**src/rtl/calendar_ctrl.sv**
```systemverilog
// Day/month calendar sequencer driving the BCD year counter enable.
// Optional macro GREGORIAN_CENTURY_EN: century years leap only if year%400==0.
module calendar_ctrl #(
  parameter int START_DAY   = 1,
  parameter int START_MONTH = 1
) (
  input  logic       clk,
  input  logic       rst,
  input  logic       day_tick,
  input  logic [3:0] year_0,
  input  logic [3:0] year_1,
  input  logic [3:0] year_2,
  input  logic [3:0] year_3,
  input  logic       set_valid,
  input  logic [4:0] set_day,
  input  logic [3:0] set_month,
  output logic       set_ready,
  output logic       set_ack,
  output logic       set_err,
  output logic [4:0] day,
  output logic [3:0] month,
  output logic       leap,
  output logic       year_en
);

  localparam logic [4:0] RST_DAY = 5'(START_DAY);
  localparam logic [3:0] RST_MON = 4'(START_MONTH);

  typedef enum logic {RUN, CHECK} state_t;

  typedef struct packed {
    logic [4:0] d;
    logic [3:0] m;
  } preset_t;

  state_t  state;
  state_t  state_nx;
  preset_t pre;
  logic    latch;
  logic    chk;
  logic    adv;
  logic    pre_ok;
  logic    at_end;
  logic [4:0] cur_len;
  logic [4:0] pre_len;

  // BCD pair divisible by 4: tens parity selects the units set
  function automatic logic div4(
    input logic [3:0] hi,
    input logic [3:0] lo
  );
    if (hi[0])
      return (lo == 4'd2) || (lo == 4'd6);
    else
      return (lo == 4'd0) || (lo == 4'd4) ||
             (lo == 4'd8);
  endfunction

  // Month length; unknown months fall back to 31
  function automatic logic [4:0] mlen(
    input logic [3:0] m,
    input logic       lp
  );
    logic [4:0] r;
    case (m)
      4'd2:    r = lp ? 5'd29 : 5'd28;
      4'd4,
      4'd6,
      4'd9,
      4'd11:   r = 5'd30;
      default: r = 5'd31;
    endcase
    return r;
  endfunction

`ifdef GREGORIAN_CENTURY_EN
  // Century years take the rule from the upper digit pair
  always_comb begin
    if (year_1 == 4'd0 && year_0 == 4'd0)
      leap = div4(year_3, year_2);
    else
      leap = div4(year_1, year_0);
  end
`else
  logic unused_century;
  assign unused_century = ^{year_3, year_2};

  // Julian rule: every fourth year, centuries included
  always_comb begin
    leap = div4(year_1, year_0);
  end
`endif

  // Month length lookups for the live date and the pending preset
  always_comb begin
    cur_len = mlen(month, leap);
    pre_len = mlen(pre.m, leap);
    at_end  = (day >= cur_len);
    pre_ok  = (pre.m >= 4'd1) && (pre.m <= 4'd12) &&
              (pre.d >= 5'd1) && (pre.d <= pre_len);
  end

  // FSM state register
  always_ff @(posedge clk or negedge rst) begin
    if (!rst)
      state <= RUN;
    else
      state <= state_nx;
  end

  // Next state and per-cycle strobes; preset beats a tick
  always_comb begin
    state_nx  = state;
    set_ready = 1'b0;
    latch     = 1'b0;
    chk       = 1'b0;
    adv       = 1'b0;
    unique case (state)
      RUN: begin
        set_ready = 1'b1;
        if (set_valid) begin
          latch    = 1'b1;
          state_nx = CHECK;
        end else if (day_tick) begin
          adv = 1'b1;
        end
      end
      CHECK: begin
        chk      = 1'b1;
        state_nx = RUN;
      end
    endcase
  end

  // Date registers, preset latch and one-cycle pulses
  always_ff @(posedge clk or negedge rst) begin
    if (!rst) begin
      day     <= RST_DAY;
      month   <= RST_MON;
      pre     <= '0;
      set_ack <= 1'b0;
      set_err <= 1'b0;
      year_en <= 1'b0;
    end else begin
      set_ack <= 1'b0;
      set_err <= 1'b0;
      year_en <= 1'b0;
      if (latch) begin
        pre.d <= set_day;
        pre.m <= set_month;
      end
      if (chk) begin
        if (pre_ok) begin
          day     <= pre.d;
          month   <= pre.m;
          set_ack <= 1'b1;
        end else begin
          set_err <= 1'b1;
        end
      end
      if (adv) begin
        if (!at_end) begin
          day <= day + 5'd1;
        end else begin
          day <= 5'd1;
          if (month >= 4'd12) begin
            month   <= 4'd1;
            year_en <= 1'b1;
          end else begin
            month <= month + 4'd1;
          end
        end
      end
    end
  end

endmodule
```
**config.mk**
```make
export PLATFORM = sky130hd
export DESIGN_NAME = calendar_ctrl
export DESIGN_NICKNAME = d
export VERILOG_FILES = /design/src/rtl/calendar_ctrl.sv
export SDC_FILE = /design/constraint.sdc
export NUM_CORES = 1
export LEC_CHECK = 0
export BUFFER_PORTS_ARGS = -buffer_cell sky130_fd_sc_hd__clkbuf_2
export CORE_ASPECT_RATIO = 2
export CORE_MARGIN = 2
export CORE_UTILIZATION = 40
export CTS_CLUSTER_SIZE = 24
export DETAILED_ROUTE_END_ITERATION = 10
export GPL_TIMING_DRIVEN = 0
export PLACE_DENSITY = 0.65
export RECOVER_POWER = 25
export SLEW_MARGIN = 20
export SYNTH_ARGS = -nofsm -noshare
export SYNTH_HDL_FRONTEND = slang
export SYNTH_SLANG_ARGS = --single-unit
```
**constraint.sdc**
```tcl
create_clock -name clk -period 7 [get_ports clk]
set_input_delay 0.35 -clock clk [delete_from_list [all_inputs] [get_ports clk]]
set_output_delay 0.35 -clock clk [all_outputs]
set_load 0.02 [all_outputs]
```
**After elaboration in Yosys (flattened, before gate mapping)**

Index checks and enable logic that the tools add are counted.

- Flip-flop bits (word level): 22
- Logic and storage cells: 71
- Input port bits: 29
- Output and inout port bits: 14

- Reductions and logical operators: 12
- Muxes and demuxes: 28
- $add $sub $neg: 2
- Eq/ne operators: 14
- Bitwise gates (word level): 1
- Order comparisons: 6

Operator list:

| cell | count |
|---|---|
| $eq A4 B3 Y1 const B | 6 |
| $eq A4 B4 Y1 const B | 5 |
| $mux W4 | 5 |
| $mux W5 | 4 |
| $mux W1 | 16 |
| $eq A4 B2 Y1 const B | 3 |
| $pmux W2 S2 | 2 |
| $reduce_or A4 Y1 | 2 |
| $add A5 B1 Y5 const B | 1 |
| $ge A5 B1 Y1 const B | 1 |
| $ge A5 B5 Y1 | 1 |
| $le A5 B5 Y1 | 1 |
| $add A4 B1 Y4 const B | 1 |
| $ge A4 B1 Y1 const B | 1 |
| $ge A4 B4 Y1 const B | 1 |
| $le A4 B4 Y1 const B | 1 |
| $logic_not A4 Y1 | 1 |
| $reduce_bool A2 Y1 | 2 |
| $logic_and A1 B1 Y1 | 3 |
| $logic_or A1 B1 Y1 | 3 |
| $pmux W1 S2 | 1 |
| $reduce_and A2 Y1 | 1 |
| $not A1 Y1 | 1 |

**Logic depth before layout (Yosys ltp)**

Gate-level depths: netlist of run 1.

- Depth in word-level cells: 12
- Depth in mapped cells: 12
- Gate-level depth less buffers: 12

**Worst setup path before layout of run 1**

OpenSTA, ideal clock, no wires.

- Kind: reg2reg
- From: register month[0]
- To: register month[3]
- Data required time: 6874 ps
- Stages on the path, launching flop included: 13
- Arrival: 2410 ps
- Buffers on the path: 1
- Period minus slack after synthesis: 2536 ps
- Setup time: 126 ps
- Setup slack: 4464 ps
- Cell sequence: dfstp_2 > inv_1 > ha_1 > o21ai_0 > nand2_1 > o21ai_0 > ha_1 > nand2b_1 > a21o_1 > nand3_1 > clkbuf_1 > nor3_1 > a221o_1

- Cells in the longest elaborated chain, start to end: 6
- Elaborated cells on any way between the ends: 13
- Those cells by class: add/sub (1); order compare (2); eq/ne (5); mux (4); reduce/logical (1)

Ends and longest elaborated chain:

| item | RTL line | RTL |
|---|---|---|
| from (decl) | 21 | `output logic [3:0] month,` |
| from (signal assigned) | 155 | `month <= pre.m;` |
| from (signal assigned) | 170 | `month <= month + 4'd1;` |
| $eq A4 B3 Y1 / $eq A4 B4 Y1 (equally long branches) | 65 | `case (m)` |
| $reduce_or A4 Y1 | 65 |  |
| $pmux W2 S2 | 65 |  |
| $ge A5 B5 Y1 | 98 | `at_end = (day >= cur_len);` |
| $mux W4 * | 162 | `if (!at_end) begin` |
| $mux W4 * | 161 | `if (adv) begin` |

Every way passes the cells marked *; elsewhere a longest branch is shown, timed or not.
A chain may end at the register's enable or synchronous reset.

**Final worst setup path of run 1**

Ends and elaborated chain as after synthesis.

==> results.ini, run 1 <==
[placed_design]
hpwlAfterDp_mm = 2.260
io_buffers = 31
placed_cell_area_um2 = 1484
gp_congestion = 0.7664
pre_cts_ws_ns = 4.044
dpl.cell_count = 196

[layout]
fin_cells = 199
layout_common_cells = clkbuf_2 (30), dfrtp_1 (20), nand2_1 (14)
diodes = 0
syn2layout_area_growth_pct = 18.14
final_util = 0.4884
final_common_cell = clkbuf_2
drive_gt1_frac = 0.2917
fin_nets = 208
fin_area_um2 = 1524

[hold_path]
min_path_type = input pin to flip-flop
hp-start = set_day[0]
holdPathEnd = pre[4]
whs_path_depth = 3

[timing]
hold_ws_ns = 0.2877
max_clock_freq_ghz = 0.3578
rsz0062_at_grt = false
max-slew-margin-rel = 0.1952
hold_violations = 0
fin_skew_ns = 0.001021
worst_pin_slew_ns = 1.207
finalMaxSlewViolations = 0
setup_tns_ns = 0
finalWorstSetupSlack_ns = 4.205
final-setup-viol-count = 0
period_share = 0.3993
period_minus_slack_ns = 2.795

[synthesis]
syn-mean-instance-area_um2 = 9.627
synth_cell_types = 43
synth_top_area_share = 0.3880
syn_nets = 172
synth_area_leaders = dfrtp_1 (39%), ha_1 (8.7%), mux2_2 (6.1%)
synth_edf_count = 0
ys_seq_elements = 22
synth_top_area_cell = dfrtp_1
ys_seq_area_frac = 0.4287
syn-cell-area_um2 = 1290
synth-async-reset-ratio = 1.000
netlist_instances = 134
yosys_warnings = 0
ys.flop_type = dfrtp_1

[routing]
via_count = 1120
ant_nets = 0
detail_route.wl_per_cell_um = 14.54
vias_per_cell = 5.628
drc = 0
wl_mm = 2.893
drtIter0Drc = 35
dr.pass1.iters = 4

[power_and_ir_drop]
vdd_ir_drop_max_v = 0.0001546
leakage_nw = 0.7450
power_density_nw_per_um2 = 306.6
power_mw = 0.4672

[global_route]
grt_antenna_before_repair = 0
grtUsageTotal = 0.1745
grt_pass1_wl_mm = 4.974
grt_pass1_vias = 1164
grt_max_degree = 23
grt-ovfl-total = 0

[critical_path]
critical_path_peak_fanout = 10
cp_slowest_cell = dfstp_2
timing.rr.end = month[3]
worst-setup-path-type = flip-flop to flip-flop
cp.arrival_ns = 2.95
rr_startpoint = month[0]
path_delay_family = compound AO/OA/AOI/OAI gates
reg2reg_depth = 12
startpoint_type = flip-flop
cp.buffers_inverters = 2
path_cells = inv_1, ha_1, o21ai_0, nand2_1, o21ai_0, ha_1, nand2b_1, a21o_1, nand3_1, clkbuf_1, nor3_1, a221o_1
ff2ff_setup_slack_ns = 4.20
required_ns = 7.15
slowest_delay_ns = 0.59
crit_path_end_kind = flip-flop

[floorplanning]
io_pins = 43
rows = 29
dieArea_um2 = 3723
core_um2 = 3120
die_x_um = 44.16
start_util = 0.4134
die_y_um = 84.31

[clock_tree]
postCtsSetupBuffers = 0
cts_buffers = 3
cts_num_sinks = 22
hold_buffers = 0
clock_tree.buffer_depth = 2
clk_latency_ns = 0.26
root_buffer = clkbuf_8
cts-resized-gates = 0
cts_tree = yes
cts_max_level = 1
clk_pin_slew_ns = 0.08

[status]
status = finished clean

[job]
max_cap_viol_count = 0

-- worst max path at each step --
stage          slack, ns  depth (start not counted)        to       from
3_3_place_gp        4.09                         13  month[3]  year_0[2]
3_5_place_dp        4.04                         13  month[3]  year_0[2]
6_report            4.20                         12  month[3]   month[0]
2_1_floorplan       4.46                         12  month[3]   month[0]
4_1_cts             4.16                         12  month[3]   month[0]
5_1_grt             3.99                         12  month[3]   month[0]
-- cells in the mapped netlist, types with 2 or more instances --
master	n
a21o_1	2
a21oi_1	3
a311o_1	2
a31oi_1	6
and3_1	3
clkbuf_1	3
dfrtp_1	20
dfstp_2	2
ha_1	9
inv_1	8
mux2_2	7
nand2_1	14
nand2b_1	2
nand3_1	5
nor2_1	8
nor3_1	4
o211ai_1	3
o21ai_0	7
o21ai_1	2
-- metal layers --
| layer | GRT usage | wire length [um] | vias to the layer above |
|---|---|---|---|
| met5 | 0 | 0 | - |
| met4 | 0.07438 | 74 | 0 |
| met3 | 0.01935 | 70 | 7 |
| met2 | 0.3222 | 1641 | 22 |
| met1 | 0.1873 | 1106 | 534 |
| li1 | - | - | 557 |
-- cell families after synthesis --
group | share of synthesized area
AOI/OAI and AO/OA | 0.1746
xor gates and xnor gates | 0.006791
adders and majority gates | 0.08730
buffers and inverters | 0.04364
DFF | 0.4287
muxes | 0.06887
and+or+nand+nor | 0.1901
-- flip-flops by register name (all words and copies together) (netlist names) --
signal / cells
year_en: 1
state: 1
month: 4
pre: 9
set_err: 1
set_ack: 1
day: 5
-- final cells by class --
cell class / instances / area (um^2)
Tap cell: 31 / 38.79
Sequential cell: 22 / 553.0
Timing Repair Buffer: 31 / 153.9
Buffer: 4 / 16.27
Fill cell: 327 / 1597
Inverter: 10 / 40.04
Multi-Input combinational cell: 98 / 680.7
Clock buffer: 3 / 41.29
-- worst register-to-register path: cells and delay by family (launching register included) --
family	cells	cell delay [ns]
compound gates	4	0.75
flops	1	0.59
simple gates	4	0.43
fa+ha+maj	2	0.48
buf+inv	2	0.44
-- power breakdown --
group	internal (mW)	total [mW]	switching (mW)	leakage, nW
logic	0.0800	0.188	0.108	0.457
registers	0.160	0.200	0.0403	0.266
clock network	0.0385	0.0788	0.0404	0.0216
total	0.278	0.467	0.189	0.745
No activity file was read; power rests on OpenSTA's default activity.
==> inputs of run 2 (changes only) <==
Clock period 7 ns to 2.6 ns, I/O delays scaled along.
==> results.ini, run 2 (synthesized netlist as in run 1, its figures left out) <==
[placed_design]
io_buffers = 31
hpwlAfterDp_mm = 2.260
pre_cts_ws_ns = -0.2228
gp_congestion = 0.7664

[clock_tree]
root_buffer = clkbuf_8
cts_num_sinks = 22
clk_latency_ns = 0.26
clock_tree.buffer_depth = 2
cts_max_level = 1
clk_pin_slew_ns = 0.08
cts_buffers = 3
cts_tree = yes

[timing]
fin_skew_ns = 0.001146
max-slew-margin-rel = 0.1801
setup_tns_ns = 0
finalWorstSetupSlack_ns = 0.1827
worst_pin_slew_ns = 1.230
max_clock_freq_ghz = 0.4137
rsz0062_at_grt = false
period_minus_slack_ns = 2.417
final-setup-viol-count = 0
hold_violations = 0
finalMaxSlewViolations = 0
period_share = 0.9297

[critical_path]
slowest_delay_ns = 0.59
timing.rr.end = day[0]
cp.buffers_inverters = 1
cp.arrival_ns = 2.61
startpoint_type = flip-flop
path_cells = ha_2, nor2_1, o21ai_0, o21ai_1, ha_1, nand2b_1, a21o_1, nand3_2, buf_6, a311o_1, a31oi_1
critical_path_peak_fanout = 10
ff2ff_setup_slack_ns = 0.18
rr_startpoint = month[0]
required_ns = 2.79
cp_slowest_cell = dfstp_2
path_delay_family = compound AO/OA/AOI/OAI gates
reg2reg_depth = 11
worst-setup-path-type = flip-flop to flip-flop
crit_path_end_kind = flip-flop

[routing]
ant_nets = 0
dr.pass1.iters = 4
wl_mm = 2.938
via_count = 1134
drc = 0
detail_route.wl_per_cell_um = 14.47
vias_per_cell = 5.586
drtIter0Drc = 34

[global_route]
grtUsageTotal = 0.1745
grt_antenna_before_repair = 0
grt_max_degree = 23
grt_pass1_wl_mm = 4.974
grt_pass1_vias = 1164
grt-ovfl-total = 0

[power_and_ir_drop]
vdd_ir_drop_max_v = 0.0004336
leakage_nw = 0.7678
power_density_nw_per_um2 = 821.7

[status]
status = finished clean

[hold_path]
hp-start = set_day[0]
whs_path_depth = 3
holdPathEnd = pre[4]
min_path_type = input pin to flip-flop

[layout]
syn2layout_area_growth_pct = 22.31
final_common_cell = clkbuf_2
fin_nets = 212
drive_gt1_frac = 0.3256
multiInputGateArea_um2 = 694.4
largest_register_ff_count = 9
largest-register = pre
diodes = 0
num-fill-cells = 320
layout_common_cells = clkbuf_2 (30), dfrtp_1 (20), nand2_1 (14)
reg_top3 = pre: 9 flops, day: 5 flops, month: 4 flops
seq_area_um2 = 553.0

[floorplanning]
start_util = 0.4134
io_pins = 43
dieArea_um2 = 3723
core_um2 = 3120
rows = 29
die_x_um = 44.16
die_y_um = 84.31

[job]
max_cap_viol_count = 0

## run 2: layout make-up
cell class / instances / area share
plain buffers: 4 / 0.01507
clock buffers: 3 / 0.02617
inverters: 10 / 0.02538
multi-input cells: 98 / 0.4401
flip-flops and latches: 22 / 0.3505
well taps: 31 / 0.02458
repair buffers: 35 / 0.1182
## run 2: how the worst max path moves through the flow
stage                   from        to  slack, ns  depth (start not counted)
floorplan           month[0]  month[3]       0.06                         12
global placement    month[0]  month[3]      -0.17                         12
detailed placement  month[0]  month[3]      -0.22                         12
CTS                 month[0]  month[3]      0.009                         12
global route        month[0]    day[0]      0.006                         11
finish              month[0]    day[0]       0.18                         11
## run 2: where the power goes
| group | switching (mW) | internal (mW) | total, mW | leakage (nW) |
|---|---|---|---|---|
| Sequential | 0.110 | 0.430 | 0.540 | 0.266 |
| Clock | 0.109 | 0.104 | 0.212 | 0.0216 |
| Combinational | 0.301 | 0.243 | 0.544 | 0.480 |
## run 2: per-stage QoR
stage	power (mW)	std cells	utilization	cell area (um^2)	hold slack, ns
2_1_floorplan	0.8903	134	-	1290	-0.1656
3_3_place_gp	1.037	196	0.4755	1484	0.1396
3_5_place_dp	1.055	196	0.4755	1484	0.1501
4_1_cts	1.277	200	0.4932	1539	0.06528
5_1_grt	1.407	203	0.5056	1578	0.09589
6_report	1.296	203	0.5056	1578	0.06817
## run 2: metal layers
layer	GRT usage	up-vias	wire length [um]
li1	-	567	-
met1	0.1873	536	1122
met2	0.3222	24	1666
met3	0.01935	7	74
met4	0.07438	0	74
met5	0	-	0
## run 2: timing repair
| item | in CTS | in global routing |
|---|---|---|
| gates resized for setup | 3 | 5 |
| cloned | 0 | 0 |
| hold buffers | 1 | 0 |
| pin swaps | 0 | 3 |
| buffers inserted | 0 | 3 |
| endpoints found under the setup margin | 6 | 5 |
| hold endpoints to repair | 20 | 0 |
## run 2: tightest hold or removal path, cell delays in order
cell	delay, ns
clkbuf_2	0.07
nand2_1	0.04
o21ai_0	0.06
==> inputs of run 3 (changes only) <==
Settings changed: CORE_MARGIN 2 to default, PLACE_DENSITY 0.65 to 0.67.
Clock period 2.6 ns to 2.1 ns, I/O delays scaled along.
==> results.ini, run 3 (synthesized netlist as in run 1, its figures left out) <==
[status]
status = finished, violations left
violations = negative setup slack

[floorplanning]
rows = 28
io_pins = 43
core_um2 = 3013
die_y_um = 82.31
start_util = 0.4282
dieArea_um2 = 3470
die_x_um = 42.16

[placed_design]
placed_cell_area_um2 = 1515
hpwlAfterDp_mm = 2.218
gp_congestion = 0.8313
dpl.cell_count = 195
pre_cts_ws_ns = -0.4229
io_buffers = 31

[global_route]
grt_max_degree = 23
grt-ovfl-total = 0
grtUsageMet1 = 0.2014
globalRouteMet3Util = 0.01304
grt_antenna_before_repair = 0
grtUsageTotal = 0.1914
grtUsageMet2 = 0.3797
top_usage_layer = met2
grt_pass1_wl_mm = 5.085
grt_pass1_vias = 1138

[timing]
rsz0062_at_grt = true
finalMaxSlewViolations = 0
hold_ws_ns = 0.04282
fin_skew_ns = 0.002514
finalWorstSetupSlack_ns = -0.2486
max-slew-margin-rel = 0.2213
worst_pin_slew_ns = 1.168
period_share = 1.118
period_minus_slack_ns = 2.349
final-setup-viol-count = 10
setup_tns_ns = -1.588
max_clock_freq_ghz = 0.4258
hold_violations = 0

[clock_tree]
cts_num_sinks = 22
root_buffer = clkbuf_8
clock_tree.buffer_depth = 2
clk_latency_ns = 0.26
cts_buffers = 3
cts_max_level = 1
cts_tree = yes
clk_pin_slew_ns = 0.08

[layout]
diodes = 0
syn2layout_area_growth_pct = 31.04
fin_cells = 208
drive_gt1_frac = 0.3989
largest-register = pre
final_util = 0.5610
final_common_cell = clkbuf_2
fin_area_um2 = 1690
layout_common_cells = clkbuf_2 (30), dfrtp_1 (19), nand2_1 (14)
fin_nets = 217
largest_register_ff_count = 9
reg_top3 = pre: 9 flops, day: 5 flops, month: 4 flops

[critical_path]
critical_path_peak_fanout = 7
crit_path_end_kind = flip-flop
worst-setup-path-type = flip-flop to flip-flop
required_ns = 2.25
cp.arrival_ns = 2.50
startpoint_type = flip-flop

[routing]
dr.pass1.iters = 4
drtIter0Drc = 21
ant_nets = 0
via_count = 1168
drc = 0
vias_per_cell = 5.615
wl_mm = 3.025
detail_route.wl_per_cell_um = 14.54

[power_and_ir_drop]
leakage_nw = 0.8019
vdd_ir_drop_max_v = 0.0006205
power_density_nw_per_um2 = 1033
power_mw = 1.746

[job]
max_cap_viol_count = 0

[hold_path]
min_path_type = input pin to flip-flop

==> run 3: layout make-up <==
cell class                      count  area [um^2]
Buffer                              4        27.53
Clock buffer                        4        55.05
Fill cell                         289         1323
Inverter                           10        40.04
Multi-Input combinational cell     98        744.5
Sequential cell                    22        554.3
Tap cell                           30        37.54
Timing Repair Buffer               40        231.5
==> run 3: timing repair <==
| action | 4_1_cts | 5_1_grt |
|---|---|---|
| hold buffers | 1 | 0 |
| setup buffers | 7 | 1 |
| hold endpoints to repair | 20 | 0 |
| gates resized for setup | 8 | 5 |
| pin swaps | 6 | 4 |
| endpoints found under the setup margin | 10 | 10 |
==> run 3: critical path: stages (launching register included) <==
cell and delay, ns:
dfstp_2 0.63, inv_2 0.09, ha_4 0.17, o21ai_2 0.06, nand2_1 0.08, o21ai_2 0.12
ha_1 0.23, nand2b_1 0.14, a21o_1 0.18, nand3_2 0.10, buf_8 0.12, a21oi_1 0.04
a311o_1 0.27
==> run 3: metal layers <==
| layer | wire, um | share of wire |
|---|---|---|
| met5 | 0 | 0 |
| met1 | 1210 | 0.40 |
| met3 | 75 | 0.025 |
| met4 | 47 | 0.016 |
| met2 | 1691 | 0.56 |
==> run 3: final timing paths <==
path | startpoint | to | slack [ns] | cells after the start
max | month[0] | month[2] | -0.25 | 12
min | set_day[0] | pre[4] | 0.04 | 3
max reg2reg | month[0] | month[2] | -0.25 | 12
min reg2reg | pre[7] | day[3] | 0.55 | 2
max in group asynchronous | rst | month[1] | 0.73 | 2
min in group asynchronous | rst | year_en | 0.59 | 2
==> run 3: where the power goes <==
group          switching, mW  leakage [nW]  internal [mW]  total, mW
clock network          0.141        0.0288          0.167      0.308
logic                  0.407         0.508          0.346      0.753
registers              0.151         0.265          0.534      0.685
